[config.mk]
export PLATFORM = sky130hd
export DESIGN_NAME = addsub_share_ctrl
export DESIGN_NICKNAME = d
export VERILOG_FILES = /design/src/rtl/addsub_share_ctrl.sv
export SDC_FILE = /design/constraint.sdc
export NUM_CORES = 1
export LEC_CHECK = 0
export ABC_CLOCK_PERIOD_IN_PS = 5060
export BUFFER_PORTS_ARGS = -buffer_cell sky130_fd_sc_hd__buf_2
export CORE_MARGIN = 4
export CORE_UTILIZATION = 45
export CTS_BUF_LIST = sky130_fd_sc_hd__clkbuf_8
export CTS_CLUSTER_DIAMETER = 40
export DETAILED_ROUTE_END_ITERATION = 6
export GPL_ROUTABILITY_DRIVEN = 0
export PLACE_DENSITY = 0.71
export SLEW_MARGIN = 25
export SYNTH_ARGS = -nofsm -noshare
export SYNTH_HDL_FRONTEND = slang
export SYNTH_SLANG_ARGS = --single-unit
[constraint.sdc]
create_clock -name clk -period 5.06 [get_ports clk]
set_input_delay 0.506 -clock clk [delete_from_list [all_inputs] [get_ports clk]]
set_output_delay 0.506 -clock clk [all_outputs]
set_load 0.02 [all_outputs]
[src/rtl/addsub_share_ctrl.sv]
// Round-robin controller sharing one 4-bit adder/subtractor between two requesters.
// Holds the winner's operands for SETTLE_CYCLES cycles, then captures sum, carry and overflow.
module addsub_share_ctrl #(
    parameter int SETTLE_CYCLES = 2
) (
    input  logic       clk,
    input  logic       rst,
    input  logic       req0,
    input  logic [3:0] a0,
    input  logic [3:0] b0,
    input  logic       sel0,
    input  logic       req1,
    input  logic [3:0] a1,
    input  logic [3:0] b1,
    input  logic       sel1,
    output logic       gnt0,
    output logic       gnt1,
    output logic [3:0] op_a,
    output logic [3:0] op_b,
    output logic       op_sel,
    input  logic [3:0] s_in,
    input  logic       cout_in,
    output logic [3:0] res,
    output logic       res_cout,
    output logic       res_ovf,
    output logic       res_id,
    output logic       res_valid,
    output logic       busy
);

    typedef enum logic [1:0] {IDLE, EXEC, DONE} state_t;

    localparam logic [3:0] SETTLE_LD = 4'(SETTLE_CYCLES);

    state_t     state_q, state_d;
    logic [3:0] cnt_q, cnt_d;
    logic       last_q, last_d;
    logic [3:0] op_a_q, op_a_d, op_b_q, op_b_d;
    logic       op_sel_q, op_sel_d;
    logic       gnt0_q, gnt0_d, gnt1_q, gnt1_d;
    logic [3:0] res_q, res_d;
    logic       res_cout_q, res_cout_d;
    logic       res_ovf_q, res_ovf_d;
    logic       res_id_q, res_id_d;
    logic       res_valid_q, res_valid_d;
    logic       win;

    // Signed overflow: add overflows when like-signed operands give an unlike-signed sum;
    // subtract overflows when unlike-signed operands give a result whose sign differs from A.
    function automatic logic ovf_calc(logic [3:0] a, logic [3:0] b, logic [3:0] s, logic sub);
        if (sub)
            return (a[3] != b[3]) && (s[3] != a[3]);
        else
            return (a[3] == b[3]) && (s[3] != a[3]);
    endfunction

    always_ff @(posedge clk or posedge rst) begin
        if (rst) begin
            state_q     <= IDLE;
            cnt_q       <= '0;
            last_q      <= 1'b1;
            op_a_q      <= '0;
            op_b_q      <= '0;
            op_sel_q    <= 1'b0;
            gnt0_q      <= 1'b0;
            gnt1_q      <= 1'b0;
            res_q       <= '0;
            res_cout_q  <= 1'b0;
            res_ovf_q   <= 1'b0;
            res_id_q    <= 1'b0;
            res_valid_q <= 1'b0;
        end else begin
            state_q     <= state_d;
            cnt_q       <= cnt_d;
            last_q      <= last_d;
            op_a_q      <= op_a_d;
            op_b_q      <= op_b_d;
            op_sel_q    <= op_sel_d;
            gnt0_q      <= gnt0_d;
            gnt1_q      <= gnt1_d;
            res_q       <= res_d;
            res_cout_q  <= res_cout_d;
            res_ovf_q   <= res_ovf_d;
            res_id_q    <= res_id_d;
            res_valid_q <= res_valid_d;
        end
    end

    always_comb begin
        state_d     = state_q;
        cnt_d       = cnt_q;
        last_d      = last_q;
        op_a_d      = op_a_q;
        op_b_d      = op_b_q;
        op_sel_d    = op_sel_q;
        gnt0_d      = gnt0_q;
        gnt1_d      = gnt1_q;
        res_d       = res_q;
        res_cout_d  = res_cout_q;
        res_ovf_d   = res_ovf_q;
        res_id_d    = res_id_q;
        res_valid_d = 1'b0;
        // On a tie the channel that was not served last wins.
        win         = (req0 && req1) ? ~last_q : req1;

        case (state_q)
            IDLE: begin
                if (req0 || req1) begin
                    op_a_d   = win ? a1 : a0;
                    op_b_d   = win ? b1 : b0;
                    op_sel_d = win ? sel1 : sel0;
                    gnt0_d   = ~win;
                    gnt1_d   = win;
                    res_id_d = win;
                    cnt_d    = SETTLE_LD;
                    state_d  = EXEC;
                end
            end
            EXEC: begin
                if (cnt_q == 4'd1) begin
                    res_d       = s_in;
                    res_cout_d  = cout_in;
                    res_ovf_d   = ovf_calc(op_a_q, op_b_q, s_in, op_sel_q);
                    res_valid_d = 1'b1;
                    last_d      = res_id_q;
                    cnt_d       = '0;
                    state_d     = DONE;
                end else begin
                    cnt_d = cnt_q - 4'd1;
                end
            end
            DONE: begin
                gnt0_d  = 1'b0;
                gnt1_d  = 1'b0;
                state_d = IDLE;
            end
            default: state_d = IDLE;
        endcase
    end

    assign gnt0      = gnt0_q;
    assign gnt1      = gnt1_q;
    assign op_a      = op_a_q;
    assign op_b      = op_b_q;
    assign op_sel    = op_sel_q;
    assign res       = res_q;
    assign res_cout  = res_cout_q;
    assign res_ovf   = res_ovf_q;
    assign res_id    = res_id_q;
    assign res_valid = res_valid_q;
    assign busy      = (state_q != IDLE);

endmodule

# After elaboration in Yosys (flattened, before gate mapping)
# Index checks and enable logic that the tools add are counted.
# Widths: inputs -> output; s select.
dict set report op_classes {
  n_bitwise 2
  muxes 17
  n_reduce_logical 13
  add_sub_neg 1
  n_eq_ne 8
}
# op count
set ops {}
lappend ops {{$mux 4} 4}
lappend ops {{$reduce_and 2->1} 5}
lappend ops {{$pmux 4 s2} 1}
lappend ops {{$mux 1} 7}
lappend ops {{$reduce_bool 2->1} 3}
lappend ops {{$eq 4x1->1 const B} 1}
lappend ops {{$mux 2} 2}
lappend ops {{$ne 2x2->1 const B} 2}
lappend ops {{$pmux 1 s2} 2}
lappend ops {{$pmux 2 s2} 1}
lappend ops {{$sub 4x1->4 const B} 1}
lappend ops {{$logic_and 1x1->1} 3}
lappend ops {{$eq 2x1->1 const B} 1}
lappend ops {{$eq 2x2->1 const B} 1}
lappend ops {{$logic_not 2->1} 1}
lappend ops {{$ne 1x1->1} 2}
lappend ops {{$not 1->1} 2}
lappend ops {{$eq 1x1->1} 1}
lappend ops {{$logic_or 1x1->1} 1}
dict set report totals {
  wordCells 54
  in_bits 27
  register_bits 26
}

# Depth between registers and ports, before layout
# Gate-level depths: netlist of the first run.
dict set report depth {
  depth_word 5
  ltp_mapped 6
  ltp_nobuf 6
}

# Least setup slack after synthesis of the first run
# No wires, ideal clock.
dict set report synth_path {
  kind {register -> register}
  startpoint {reg cnt_q[1]}
  endpoint {reg res_q[0] (netlist: res[0])}
  required_time_ns 4.935
  setup_slack_ns 3.345
  path_stages_with_launch 7
  period_less_slack_ns 1.715
  setup_ns 0.125
  arrival_time_ns 1.590
  n_path_buf 0
  path_cell_list {dfrtp_1 -> inv_1 -> ha_1 -> or3b_4 -> or2_4 -> inv_6 -> mux2_4}
}
dict set report synth_between {
  elab_chain_cells 2
}
# item line
set synth_lines {}
lappend synth_lines {{start: declaration} 36} ;# logic [3:0] cnt_q, cnt_d;
lappend synth_lines {{start signal: assignment} 74} ;# cnt_q <= cnt_d;
lappend synth_lines {{$eq 4x1->1} 120} ;# if (cnt_q == 4'd1) begin
lappend synth_lines {{$reduce_and 2->1 (no line)} n/a}
lappend synth_lines {{end signal: assignment} 81} ;# res_q <= res_d;
lappend synth_lines {{end: declaration} 41} ;# logic [3:0] res_q, res_d;
# Every way passes these cells.
# A chain may end at the register's enable or synchronous reset.

# Worst setup path after layout of the first run
dict set report layout_path {
  startpoint {reg state_q[0]}
  endpoint {out busy}
}
dict set report layout_between {
  elab_chain_cells 1
}
# item line
set layout_lines {}
lappend layout_lines {{start: declaration} 35} ;# state_t state_q, state_d;
lappend layout_lines {{start signal: assignment} 73} ;# state_q <= state_d;
lappend layout_lines {{$reduce_bool 2->1} 151} ;# assign busy = (state_q != IDLE);
lappend layout_lines {{end: declaration} 28} ;# output logic busy
# Every way passes these cells.

==> results of run 1 <==
## area by class of cell
cell class              instances  area, sq um  share of cell area
clock buffers                   3         41.3              0.0269
clock inverters                 1         30.0              0.0196
inverters                       6         27.5              0.0179
multi-input cells              65          517               0.337
flip-flops and latches         26          652               0.425
well taps                      30         37.5              0.0244
repair buffers                 46          230               0.150
## path summary, 6_finish.rpt
path                                            end  cells past startpoint                    from  slack (ps)
worst min register to register   res[3]$_DFFE_PP0P_                      1      res[3]$_DFFE_PP0P_         510
worst max-delay path                           busy                      3  state_q[0]$_DFFE_PP0P_        2950
max in group asynchronous        last_q$_DFFE_PP1P_                      2                     rst        4440
worst min-delay path             res[3]$_DFFE_PP0P_                      2                     rst         260
min in group clk                op_b[0]$_DFFE_PP0P_                      2                   b0[0]         450
worst max register to register  op_b[3]$_DFFE_PP0P_                      3  state_q[0]$_DFFE_PP0P_        3110
## cell usage after synthesis
cell type / number
nor3_1: 1
and3_1: 1
o22ai_1: 1
a21oi_1: 1
ha_1: 2
a221o_1: 9
or2b_4: 1
o41ai_1: 1
nand2_1: 5
nor2b_1: 3
or3b_4: 1
clkbuf_1: 4
xnor2_1: 1
mux2_4: 6
o211ai_1: 1
mux2i_1: 1
a22oi_1: 1
xor2_1: 1
inv_1: 5
and4_1: 9
inv_6: 1
o21ai_0: 7
nand3b_1: 2
nand3_1: 1
nand2b_1: 2
dfstp_2: 1
dfrtp_1: 25
nor2_1: 6
or2_4: 1
## layer usage
layer / wire, um / up-vias / share of wire
met1: 1110 / 465 / 0.41
met2: 1400 / 34 / 0.51
met4: 36 / 0 / 0.013
met5: 0 / - / 0
li1: - / 467 / -
met3: 188 / 4 / 0.069
## flip-flops by register name, summed over array words and instances (netlist names), 2 cells and up
name	flops
cnt_q	4
res	4
op_b	4
op_a	4
state_q	2
## through the flow
step | setup slack, ps | instance area [sq um]
floorplan | 3340 | 1210
global placement | 3020 | 1460
detailed placement | 3110 | 1460
CTS | 2940 | 1540
global route | 2810 | 1540
finish | 2950 | 1540
## power groups by stage
stage | Sequential (mW) | Clock, mW | Combinational [mW]
CTS | 0.378 | 0.173 | 0.482
floorplan | 0.459 | 0 | 0.254
global placement | 0.374 | 0 | 0.468
global route | 0.392 | 0.179 | 0.522
detailed placement | 0.379 | 0 | 0.479
finish | 0.378 | 0.170 | 0.476
## logic make-up after synthesis
logic type      after synthesis  synth area share
buf+inv                      10            0.0351
xor+xnor                      2            0.0145
fa+ha+maj                     2            0.0207
compound gates               21             0.132
flops                        26             0.538
simple gates                 33             0.177
mux                           7            0.0826
## worst max-delay path: cells and delay by family, from the launching register on
family / cells / cell delay, ps
buffers and inverters: 2 / 410
and+or+nand+nor: 1 / 500
DFF: 1 / 430
==> metrics.md, run 1 <==
| Metric | Value |
|---|---|
| Run status | `finished, final reports clean` |
| Switching Fraction | `0.389` |
| Post-layout min period | `2110 ps` |
| RSZ-0062 raised after global routing | `no` |
| Commonest non-fill, non-tap cell in the layout | `buf_2` |
| GRT Util Overall | `0.170` |
| Met2 usage | `0.295` |
| Share of layout cells above drive strength 1 | `0.422` |
| DP Wirelength | `around 2000 um` |
| P_sw | `roughly 0.4 mW` |
| Core box area | `around 2500 sq um` |
| Clock Skews | `5.65 ps` |
| Commonest non-fill, non-tap cells in the layout | `46 x buf_2, 25 x dfrtp_1, 9 x and4_1, 9 x a221o_1` |
| Fmax | `0.475 GHz` |
| Via count | `970` |
| Met1 usage | `0.199` |
| Worst Tran Pin Value | `779 ps` |
| Num ports | `47` |
| WL per Instance | `around 15 um` |
| Synthesized area | `1210 sq um` |
| Fin. max-slew vios | `0` |
| Area growth, synth to finish | `26.8%` |
| CP Data Required Time | `approximately 4600 ps` |
| Pleak | `0.790 nW` |
| Total power | `slightly above 1 mW` |
| Worst-path clk slew | `90 ps` |
| Crit path max fanout | `13` |
| Part of the power in the clock network | `0.166` |
| Vias per cell | `5.48` |
| Part of the power in registers | `0.369` |
| Die width | `59.9 um` |
| DRC Markers | `0` |
| IO buf count | `46` |
| Critical Path Source Type | `flip-flop` |
| Setup-failing EPs final | `0` |
| Critical-path top delay cell | `nor2_1` |
| CTS tree | `built` |
| Yosys warns | `0` |
| GRT met3 Usage | `0.0367` |
| Hold_buf cts | `0` |
| Die Y | `59.9 um` |
| Vias in the first global route | `1001` |
| Placed cells | `about 170` |
| Final Hold Fails | `0` |
| Gate power share | `0.465` |
| Pre-antenna DRT Iters | `4` |
| Netlist cell types | `29` |
| Non-filler cells, final | `177` |
| Starting density of the core | `0.480` |
| Drt total wl | `2730 um` |
| Core Rows | `18` |
| Clk buf depth | `2` |
| P_int | `between 0.6 and 0.7 mW` |
| WS Path Type | `reg2out` |
| Clock root buffer master | `clkbuf_8` |
| Hold WS | `256 ps` |
| Worst Path Arrival | `1600 ps` |
| Worst min path class | `in2async` |
| Post-Syn Nets | `130` |
| Peak VDD IR | `0.000374 V` |
| Maxcap violations | `0` |
| Gr busiest metal | `met2` |
| Register bit total from synthesis | `26` |
| CP max stage delay | `roughly 500 ps` |
| TNS Setup | `0 ps` |
| Post-CTS Setup Inserts | `0` |
| Share of the synthesized area in the top cell type | `0.517` |
| Num CTS Buffers | `3` |
| Top cells by area, synth | `dfrtp_1 52%, a221o_1 7.4%, mux2_4 7.4%, and4_1 6.5%, o21ai_0 2.9%` |
| Slew headroom | `0.477` |
| Sequential fraction of the synthesis area | `0.538` |
| Grt ovf | `0` |
| DR iter-0 viols | `9` |
| Crit. End Element | `output pin` |
| Full die area | `around 3600 sq um` |
| Number of diodes | `0` |
| PwrDens | `about 670 nW/um^2` |
| Layout Utilization | `0.609` |
| Clk sink count | `26` |
| Crit path cell chain | `nor2_1 -> inv_1 -> buf_2` |
| Pin count of the biggest net entering global routing | `27` |
| Resized cells post-CTS | `0` |
| Leading area contributor after synthesis | `dfrtp_1` |
| # nets final | `177` |
| Final Cycle Share | `0.416` |
| Fill count | `215` |
| Worst skew pair latency | `270 ps` |
| Initial antenna violation count | `0` |
| Post-route antenna net violation count | `0` |
| First-pass GRT wire length | `4490 um` |
| Avg Inst Size Synth | `12.0 sq um` |
| CTS H-tree depth | `1` |
| Cells after Synth | `between 100 and 150` |
No activity file was read; power rests on OpenSTA's default activity.
==> run 2, diff against run 1 <==
--- a/config.mk
+++ b/config.mk
@@ -5,7 +5,8 @@
 export SDC_FILE = /design/constraint.sdc
 export NUM_CORES = 1
 export LEC_CHECK = 0
-export ABC_CLOCK_PERIOD_IN_PS = 5060
+export ABC_AREA = 1
+export ABC_CLOCK_PERIOD_IN_PS = 2000
 export BUFFER_PORTS_ARGS = -buffer_cell sky130_fd_sc_hd__buf_2
 export CORE_MARGIN = 4
 export CORE_UTILIZATION = 45
@@ -13,7 +14,7 @@
 export CTS_CLUSTER_DIAMETER = 40
 export DETAILED_ROUTE_END_ITERATION = 6
 export GPL_ROUTABILITY_DRIVEN = 0
-export PLACE_DENSITY = 0.71
+export PLACE_DENSITY = 0.7
 export SLEW_MARGIN = 25
 export SYNTH_ARGS = -nofsm -noshare
 export SYNTH_HDL_FRONTEND = slang
==> constraint.sdc (replaced) <==
create_clock -name clk -period 2 [get_ports clk]
set_input_delay 0.2 -clock clk [delete_from_list [all_inputs] [get_ports clk]]
set_output_delay 0.2 -clock clk [all_outputs]
set_load 0.02 [all_outputs]
==> run 2 against run 1 <==
Against the previous run: first-iteration DRC count grew to 3.1 times the previous value; clock skew hardly changed; flip-flop and latch count stayed put; combinational power grew to 2.5 times the previous value; clock power is 72% higher; sequential share of layout area is 0.34 points lower; total power is 140% higher; routed wire length is 6.7% lower; critical path depth is 2 higher; non-clock buffer count is 2 higher; die area is 0.99% higher; hold slack worse by 130 ps; largest cell class unchanged.
==> metrics.md, run 2 <==
| Metric | Value |
|---|---|
| Via count | `between 1000 and 1500` |
| Pin count of the biggest net entering global routing | `27` |
| Top-count cell post-synth | `nand2_1` |
| TNS Setup | `0 ps` |
| Dpl ws | `737 ps` |
| DRC Markers | `0` |
| Initial antenna violation count | `0` |
| Num CTS Buffers | `3` |
| Sequential fraction of the synthesis area | `0.532` |
| Post-synth ARST share | `1.00` |
| Number of diodes | `0` |
| Grt ovf | `0` |
| Placed instance area | `around 1500 sq um` |
| Post-Syn Nets | `178` |
| Commonest non-fill, non-tap cells in the layout | `65 x nand2_1, 46 x buf_2, 25 x dfrtp_1, 18 x inv_1, 16 x nand3_1` |
| Critical-path top delay cell | `dfrtp_1` |
| Crit path cell chain | `nor2_1 -> nand2_2 -> nor2_4 -> nand2_1 -> nand3_1` |
| Leading area contributor after synthesis | `dfrtp_1` |
| Cell area after layout | `approximately 1500 sq um` |
| CTS H-tree depth | `1` |
| Avg Inst Size Synth | `approximately 8.2 sq um` |
| Clock Skews | `5.98 ps` |
| Core box area | `2540 sq um` |
| Worst min path class | `in2reg` |
| Clock root buffer master | `clkbuf_8` |
| First-pass GRT wire length | `4270 um` |
| Peak VDD IR | `0.000758 V` |
| Vias per cell | `4.73` |
| Register bit total from synthesis | `26` |
| Pre-antenna DRT Iters | `4` |
| Crit path max fanout | `16` |
| Yosys warns | `0` |
| Slew headroom | `0.777` |
| Total power | `2.46 mW` |
| Commonest non-fill, non-tap cell in the layout | `nand2_1` |
| DR iter-0 viols | `28` |
| Run status | `finished, final reports clean` |
| Post-CTS Setup Inserts | `0` |
| Die Y | `60.2 um` |
| Worst Tran Pin Value | `334 ps` |
| Layout Utilization | `0.608` |
| Share of layout cells above drive strength 1 | `0.300` |
| CP max stage delay | `430 ps` |
| DP Wirelength | `1930 um` |
| Commonest cells post-synth | `65 x nand2_1, 25 x dfrtp_1, 17 x inv_1` |
| GRT Util Overall | `0.154` |
| Netlist cell types | `20` |
| Die width | `60.2 um` |
| IO buf count | `between 40 and 50` |
| CTS tree | `built` |
| Final Cycle Share | `0.641` |
| Drt total wl | `2550 um` |
| WS Path Type | `reg2reg` |
| WL per Instance | `11.1 um` |
| Worst-path clk slew | `about 90 ps` |
| Worst Path Arrival | `1490 ps` |
| Post-layout min period | `1280 ps` |
| Crit. End Element | `flip-flop` |
| Critical Path Source Type | `flip-flop` |
| Worst setup margin | `718 ps` |
| Clk sink count | `26` |
| Num ports | `47` |
| Share of the synthesized area in the top cell type | `0.511` |
| Synthesized area | `1220 sq um` |
| CP Data Required Time | `2210 ps` |
| Starting density of the core | `0.481` |
| Predominant post-synthesis flop cell | `dfrtp_1` |
| Area growth, synth to finish | `26.4%` |
| Clk buf depth | `2` |
| Final Hold Fails | `0` |
| Setup-failing EPs final | `0` |
| PwrDens | `1590 nW/um^2` |
| Cells after Synth | `149` |
| Maxcap violations | `0` |
| Top cells by area, synth | `dfrtp_1 51%, nand2_1 20%, nand3_1 6.5%, inv_1 5.2%, dfstp_2 2.1%` |
| Resized cells post-CTS | `0` |
| Full die area | `3620 sq um` |
| Vias in the first global route | `1059` |
| Fmax | `a little under 0.8 GHz` |
| Core Rows | `18` |
| Worst skew pair latency | `about 270 ps` |
| # nets final | `230` |
| RSZ-0062 raised after global routing | `no` |
| Post-route antenna net violation count | `0` |
| Post-synth EDFFs | `0` |
| Fin. max-slew vios | `0` |
| Pleak | `0.894 nW` |
-- run 2: changes by cell type after synthesis, sizes merged, moves of 4 or more --
| cell | previous run | this run |
|---|---|---|
| nor2 | 6 | 10 |
| a221o | 9 | 0 |
| mux2 | 6 | 0 |
| nand3 | 1 | 17 |
| and4 | 9 | 0 |
| inv | 6 | 19 |
| nand2 | 5 | 67 |
| clkbuf | 4 | 0 |
-- run 2: area by class of cell --
cell class                 instances  area (sq um)
timing repair buffer              48           248
tap                               30          37.5
sequential                        26           652
clock inverter                     1          3.75
inverter                          19          73.8
fill                             233           997
clock buffer                       3          41.3
multi-input combinational        103           492
-- run 2: where the power goes --
part	switching [mW]	total, mW	internal (mW)
registers	0.172	0.960	0.788
logic	0.796	1.21	0.415
clock network	0.156	0.293	0.137
-- run 2: worst max-delay path, delay by kind of cell (launching register included) --
kind	cells	cell delay (ps)
flip-flops	1	430
AND/OR/NAND/NOR	5	800
-- run 2: repair_timing --
item	CTS	global route
endpoints found under the hold margin	25	0
endpoints found under the setup margin	0	0
hold buffers	1	0
-- run 2: per-stage QoR --
step / instances / hold WS (ps)
detailed placement: 225 / 276
global route: 230 / 139
finish: 230 / 130
CTS: 230 / 126
floorplan: 149 / 239
global placement: 225 / 270
-- run 2: final timing paths --
path	from	end	slack, ps	cells past startpoint
setup reg to reg	state_q[1]$_DFFE_PP0P_	op_a[3]$_DFFE_PP0P_	720	5
min in group asynchronous	rst	res_cout$_DFFE_PP0P_	510	4
max in group asynchronous	rst	last_q$_DFFE_PP1P_	1190	4
hold / removal	s_in[0]	res[0]$_DFFE_PP0P_	130	3
hold reg to reg	last_q$_DFFE_PP1P_	last_q$_DFFE_PP1P_	470	2
setup / recovery	state_q[1]$_DFFE_PP0P_	op_a[3]$_DFFE_PP0P_	720	5
-- run 2: kinds of logic (layout without fill, tap and decap cells) --
| group | after synthesis | after routing | share of synthesized area |
|---|---|---|---|
| AO/OA/AOI/OAI | 5 | 5 | 0.0235 |
| buffers and inverters | 20 | 71 | 0.0664 |
| AND/OR/NAND/NOR | 95 | 95 | 0.350 |
| XOR/XNOR | 1 | 1 | 0.00715 |
| flip-flops | 26 | 26 | 0.532 |
| adder cells (fa/ha/maj) | 2 | 2 | 0.0204 |
-- run 2: metal layers --
metal	global-route usage	vias to the layer above	wire (um)
li1	-	558	-
met1	0.202	487	1210
met2	0.253	39	1100
met3	0.0302	5	213
met4	0.0475	0	31
met5	0	-	0
==> run 3, diff against run 2 <==
--- a/config.mk
+++ b/config.mk
@@ -6,7 +6,7 @@
 export NUM_CORES = 1
 export LEC_CHECK = 0
 export ABC_AREA = 1
-export ABC_CLOCK_PERIOD_IN_PS = 2000
+export ABC_CLOCK_PERIOD_IN_PS = 1240
 export BUFFER_PORTS_ARGS = -buffer_cell sky130_fd_sc_hd__buf_2
 export CORE_MARGIN = 4
 export CORE_UTILIZATION = 45
==> constraint.sdc (replaced) <==
create_clock -name clk -period 1.24 [get_ports clk]
set_input_delay 0.124 -clock clk [delete_from_list [all_inputs] [get_ports clk]]
set_output_delay 0.124 -clock clk [all_outputs]
set_load 0.02 [all_outputs]
==> run 3 against run 2 <==
Against the previous run: hold slack lost 81 ps; total power increased by 81%; worst setup slack worse by 660 ps; sequential power grew 64%; global-route usage increased by 2.4 points; final cell count is 3.0% higher; die area stayed put; cell area up 7.3%; critical path type is now reg2out.
==> metrics.md, run 3 (synthesis results as in run 2) <==
| Metric | Value |
|---|---|
| Non-filler cells, final | `237` |
| Pin count of the biggest net entering global routing | `27` |
| RSZ-0062 raised after global routing | `yes` |
| Setup-failing EPs final | `0` |
| Die width | `~60 um` |
| Post-route antenna net violation count | `0` |
| Clk buf depth | `2` |
| DRC Markers | `0` |
| WS Path Type | `reg2out` |
| Fill count | `219` |
| CP Data Required Time | `1120 ps` |
| Worst Path Arrival | `around 1100 ps` |
| Slew headroom | `0.777` |
| Total power | `between 4 and 5 mW` |
| Initial antenna violation count | `0` |
| Met1 wire length | `1220 um` |
| Worst Tran Pin Value | `around 330 ps` |
| Run status | `finished, final reports clean` |
| Worst min path class | `in2reg` |
| Commonest non-fill, non-tap cell in the layout | `nand2_1` |
| DP Wirelength | `2120 um` |
| Clk sink count | `26` |
| Fmax | `0.843 GHz` |
| Vias in the first global route | `1096` |
| Num ports | `47` |
| Met3 wire len | `255 um` |
| Pleak | `~0.93 nW` |
| Vias per cell | `4.84` |
| Fin. max-slew vios | `0` |
| Die Y | `between 60 and 70 um` |
| CTS H-tree depth | `1` |
| Crit. End Element | `output pin` |
| Final Hold Fails | `0` |
| DR iter-0 viols | `43` |
| Pre-antenna DRT Iters | `4` |
| WL per Instance | `approximately 12 um` |
| CTS tree | `built` |
| Share of layout cells above drive strength 1 | `0.362` |
| Post-layout min period | `1190 ps` |
| Critical Path Source Type | `flip-flop` |
| Clock root buffer master | `clkbuf_8` |
| Full die area | `3620 sq um` |
| Num CTS Buffers | `3` |
| Crit path max fanout | `3` |
| Peak VDD IR | `~0.0016 V` |
| Maxcap violations | `0` |
| First-pass GRT wire length | `approximately 4700 um` |
| # nets final | `237` |
| Final Cycle Share | `0.957` |
| Worst-path clk slew | `90 ps` |
| GRT Util Overall | `0.178` |
| Placed cells | `228` |
| Grt ovf | `0` |
| Core box area | `2540 sq um` |
| R2r setup slk | `60 ps` |
| Highest routed layer | `met4` |
| Worst skew pair latency | `270 ps` |
| PwrDens | `roughly 2700 nW/um^2` |
| DR WL met2 | `1430 um` |
| Commonest non-fill, non-tap cells in the layout | `63 x nand2_1, 46 x buf_2, 23 x dfrtp_1, 16 x inv_1, 16 x nand3_1` |
| Core Rows | `18` |
| Drt total wl | `2950 um` |
| IO buf count | `46` |
| Area growth, synth to finish | `35.5%` |
| Starting density of the core | `0.481` |
| Number of diodes | `0` |
| Via count | `1147` |
| Clock Skews | `3.55 ps` |
==> run 3: changes by cell type in the layout (fill, tap and decap cells not counted), moves of 2 or more <==
cell,before,now
buf_4,1,7
dfrtp_1,25,23
dfrtp_2,0,2
inv_1,18,16
nand2_1,65,63
==> run 3: cell type report <==
type                    instances  area [sq um]  area share
inverters                      19          76.3      0.0460
flip-flops and latches         26           654       0.394
clock inverters                 1          30.0      0.0181
multi-input cells             104           528       0.318
repair buffers                 54           293       0.176
well taps                      30          37.5      0.0226
clock buffers                   3          41.3      0.0249
==> run 3: path summary, 6_finish.rpt <==
| kind | cells after the start | from | to |
|---|---|---|---|
| worst max-delay path | 3 | state_q[0]$_DFFE_PP0P_ | busy |
| worst min-delay path | 3 | cout_in | res_cout$_DFFE_PP0P_ |
| worst max register to register | 7 | cnt_q[1]$_DFFE_PP0P_ | res[2]$_DFFE_PP0P_ |
| worst min register to register | 2 | last_q$_DFFE_PP1P_ | last_q$_DFFE_PP1P_ |
| max in group asynchronous | 4 | rst | last_q$_DFFE_PP1P_ |
| min in group asynchronous | 4 | rst | cnt_q[2]$_DFFE_PP0P_ |
==> run 3: per-stage QoR <==
step | worst slack (ps) | instance area (sq um) | util | hold slack [ps] | TNS (ps)
6_report | 53.9 | 1660 | 0.652 | 48.9 | 0
3_3_place_gp | 56.7 | 1520 | 0.595 | 190 | 0
5_1_grt | -17.7 | 1660 | 0.652 | 44.5 | -44.1
3_5_place_dp | 23.3 | 1520 | 0.595 | 203 | 0
2_1_floorplan | 69.4 | 1220 | - | 163 | 0
4_1_cts | 8.50 | 1600 | 0.627 | 41.4 | 0
==> run 3: repair_timing <==
action	in CTS	in global routing
endpoints found under the setup margin	0	23
resized for setup	0	11
hold endpoints to repair	25	0
hold buffers	1	0
buffers inserted	0	3
==> run 3: critical path, stage by stage, from the launching register on <==
cell and delay, ps:
dfrtp_1 420, inv_1 120, nand2_2 90, buf_2 170
==> run 3: power by group <==
group	internal, mW	leakage [nW]	switching, mW
Combinational	0.804	0.582	1.39
Sequential	1.28	0.314	0.297
Clock	0.432	0.0357	0.268
Total	2.51	0.931	1.96
==> run 3: routing by layer <==
layer	global-route usage	up-vias
met2	0.293	45
li1	-	574
met1	0.215	524
met5	0	-
met4	0.0759	0
met3	0.0497	4
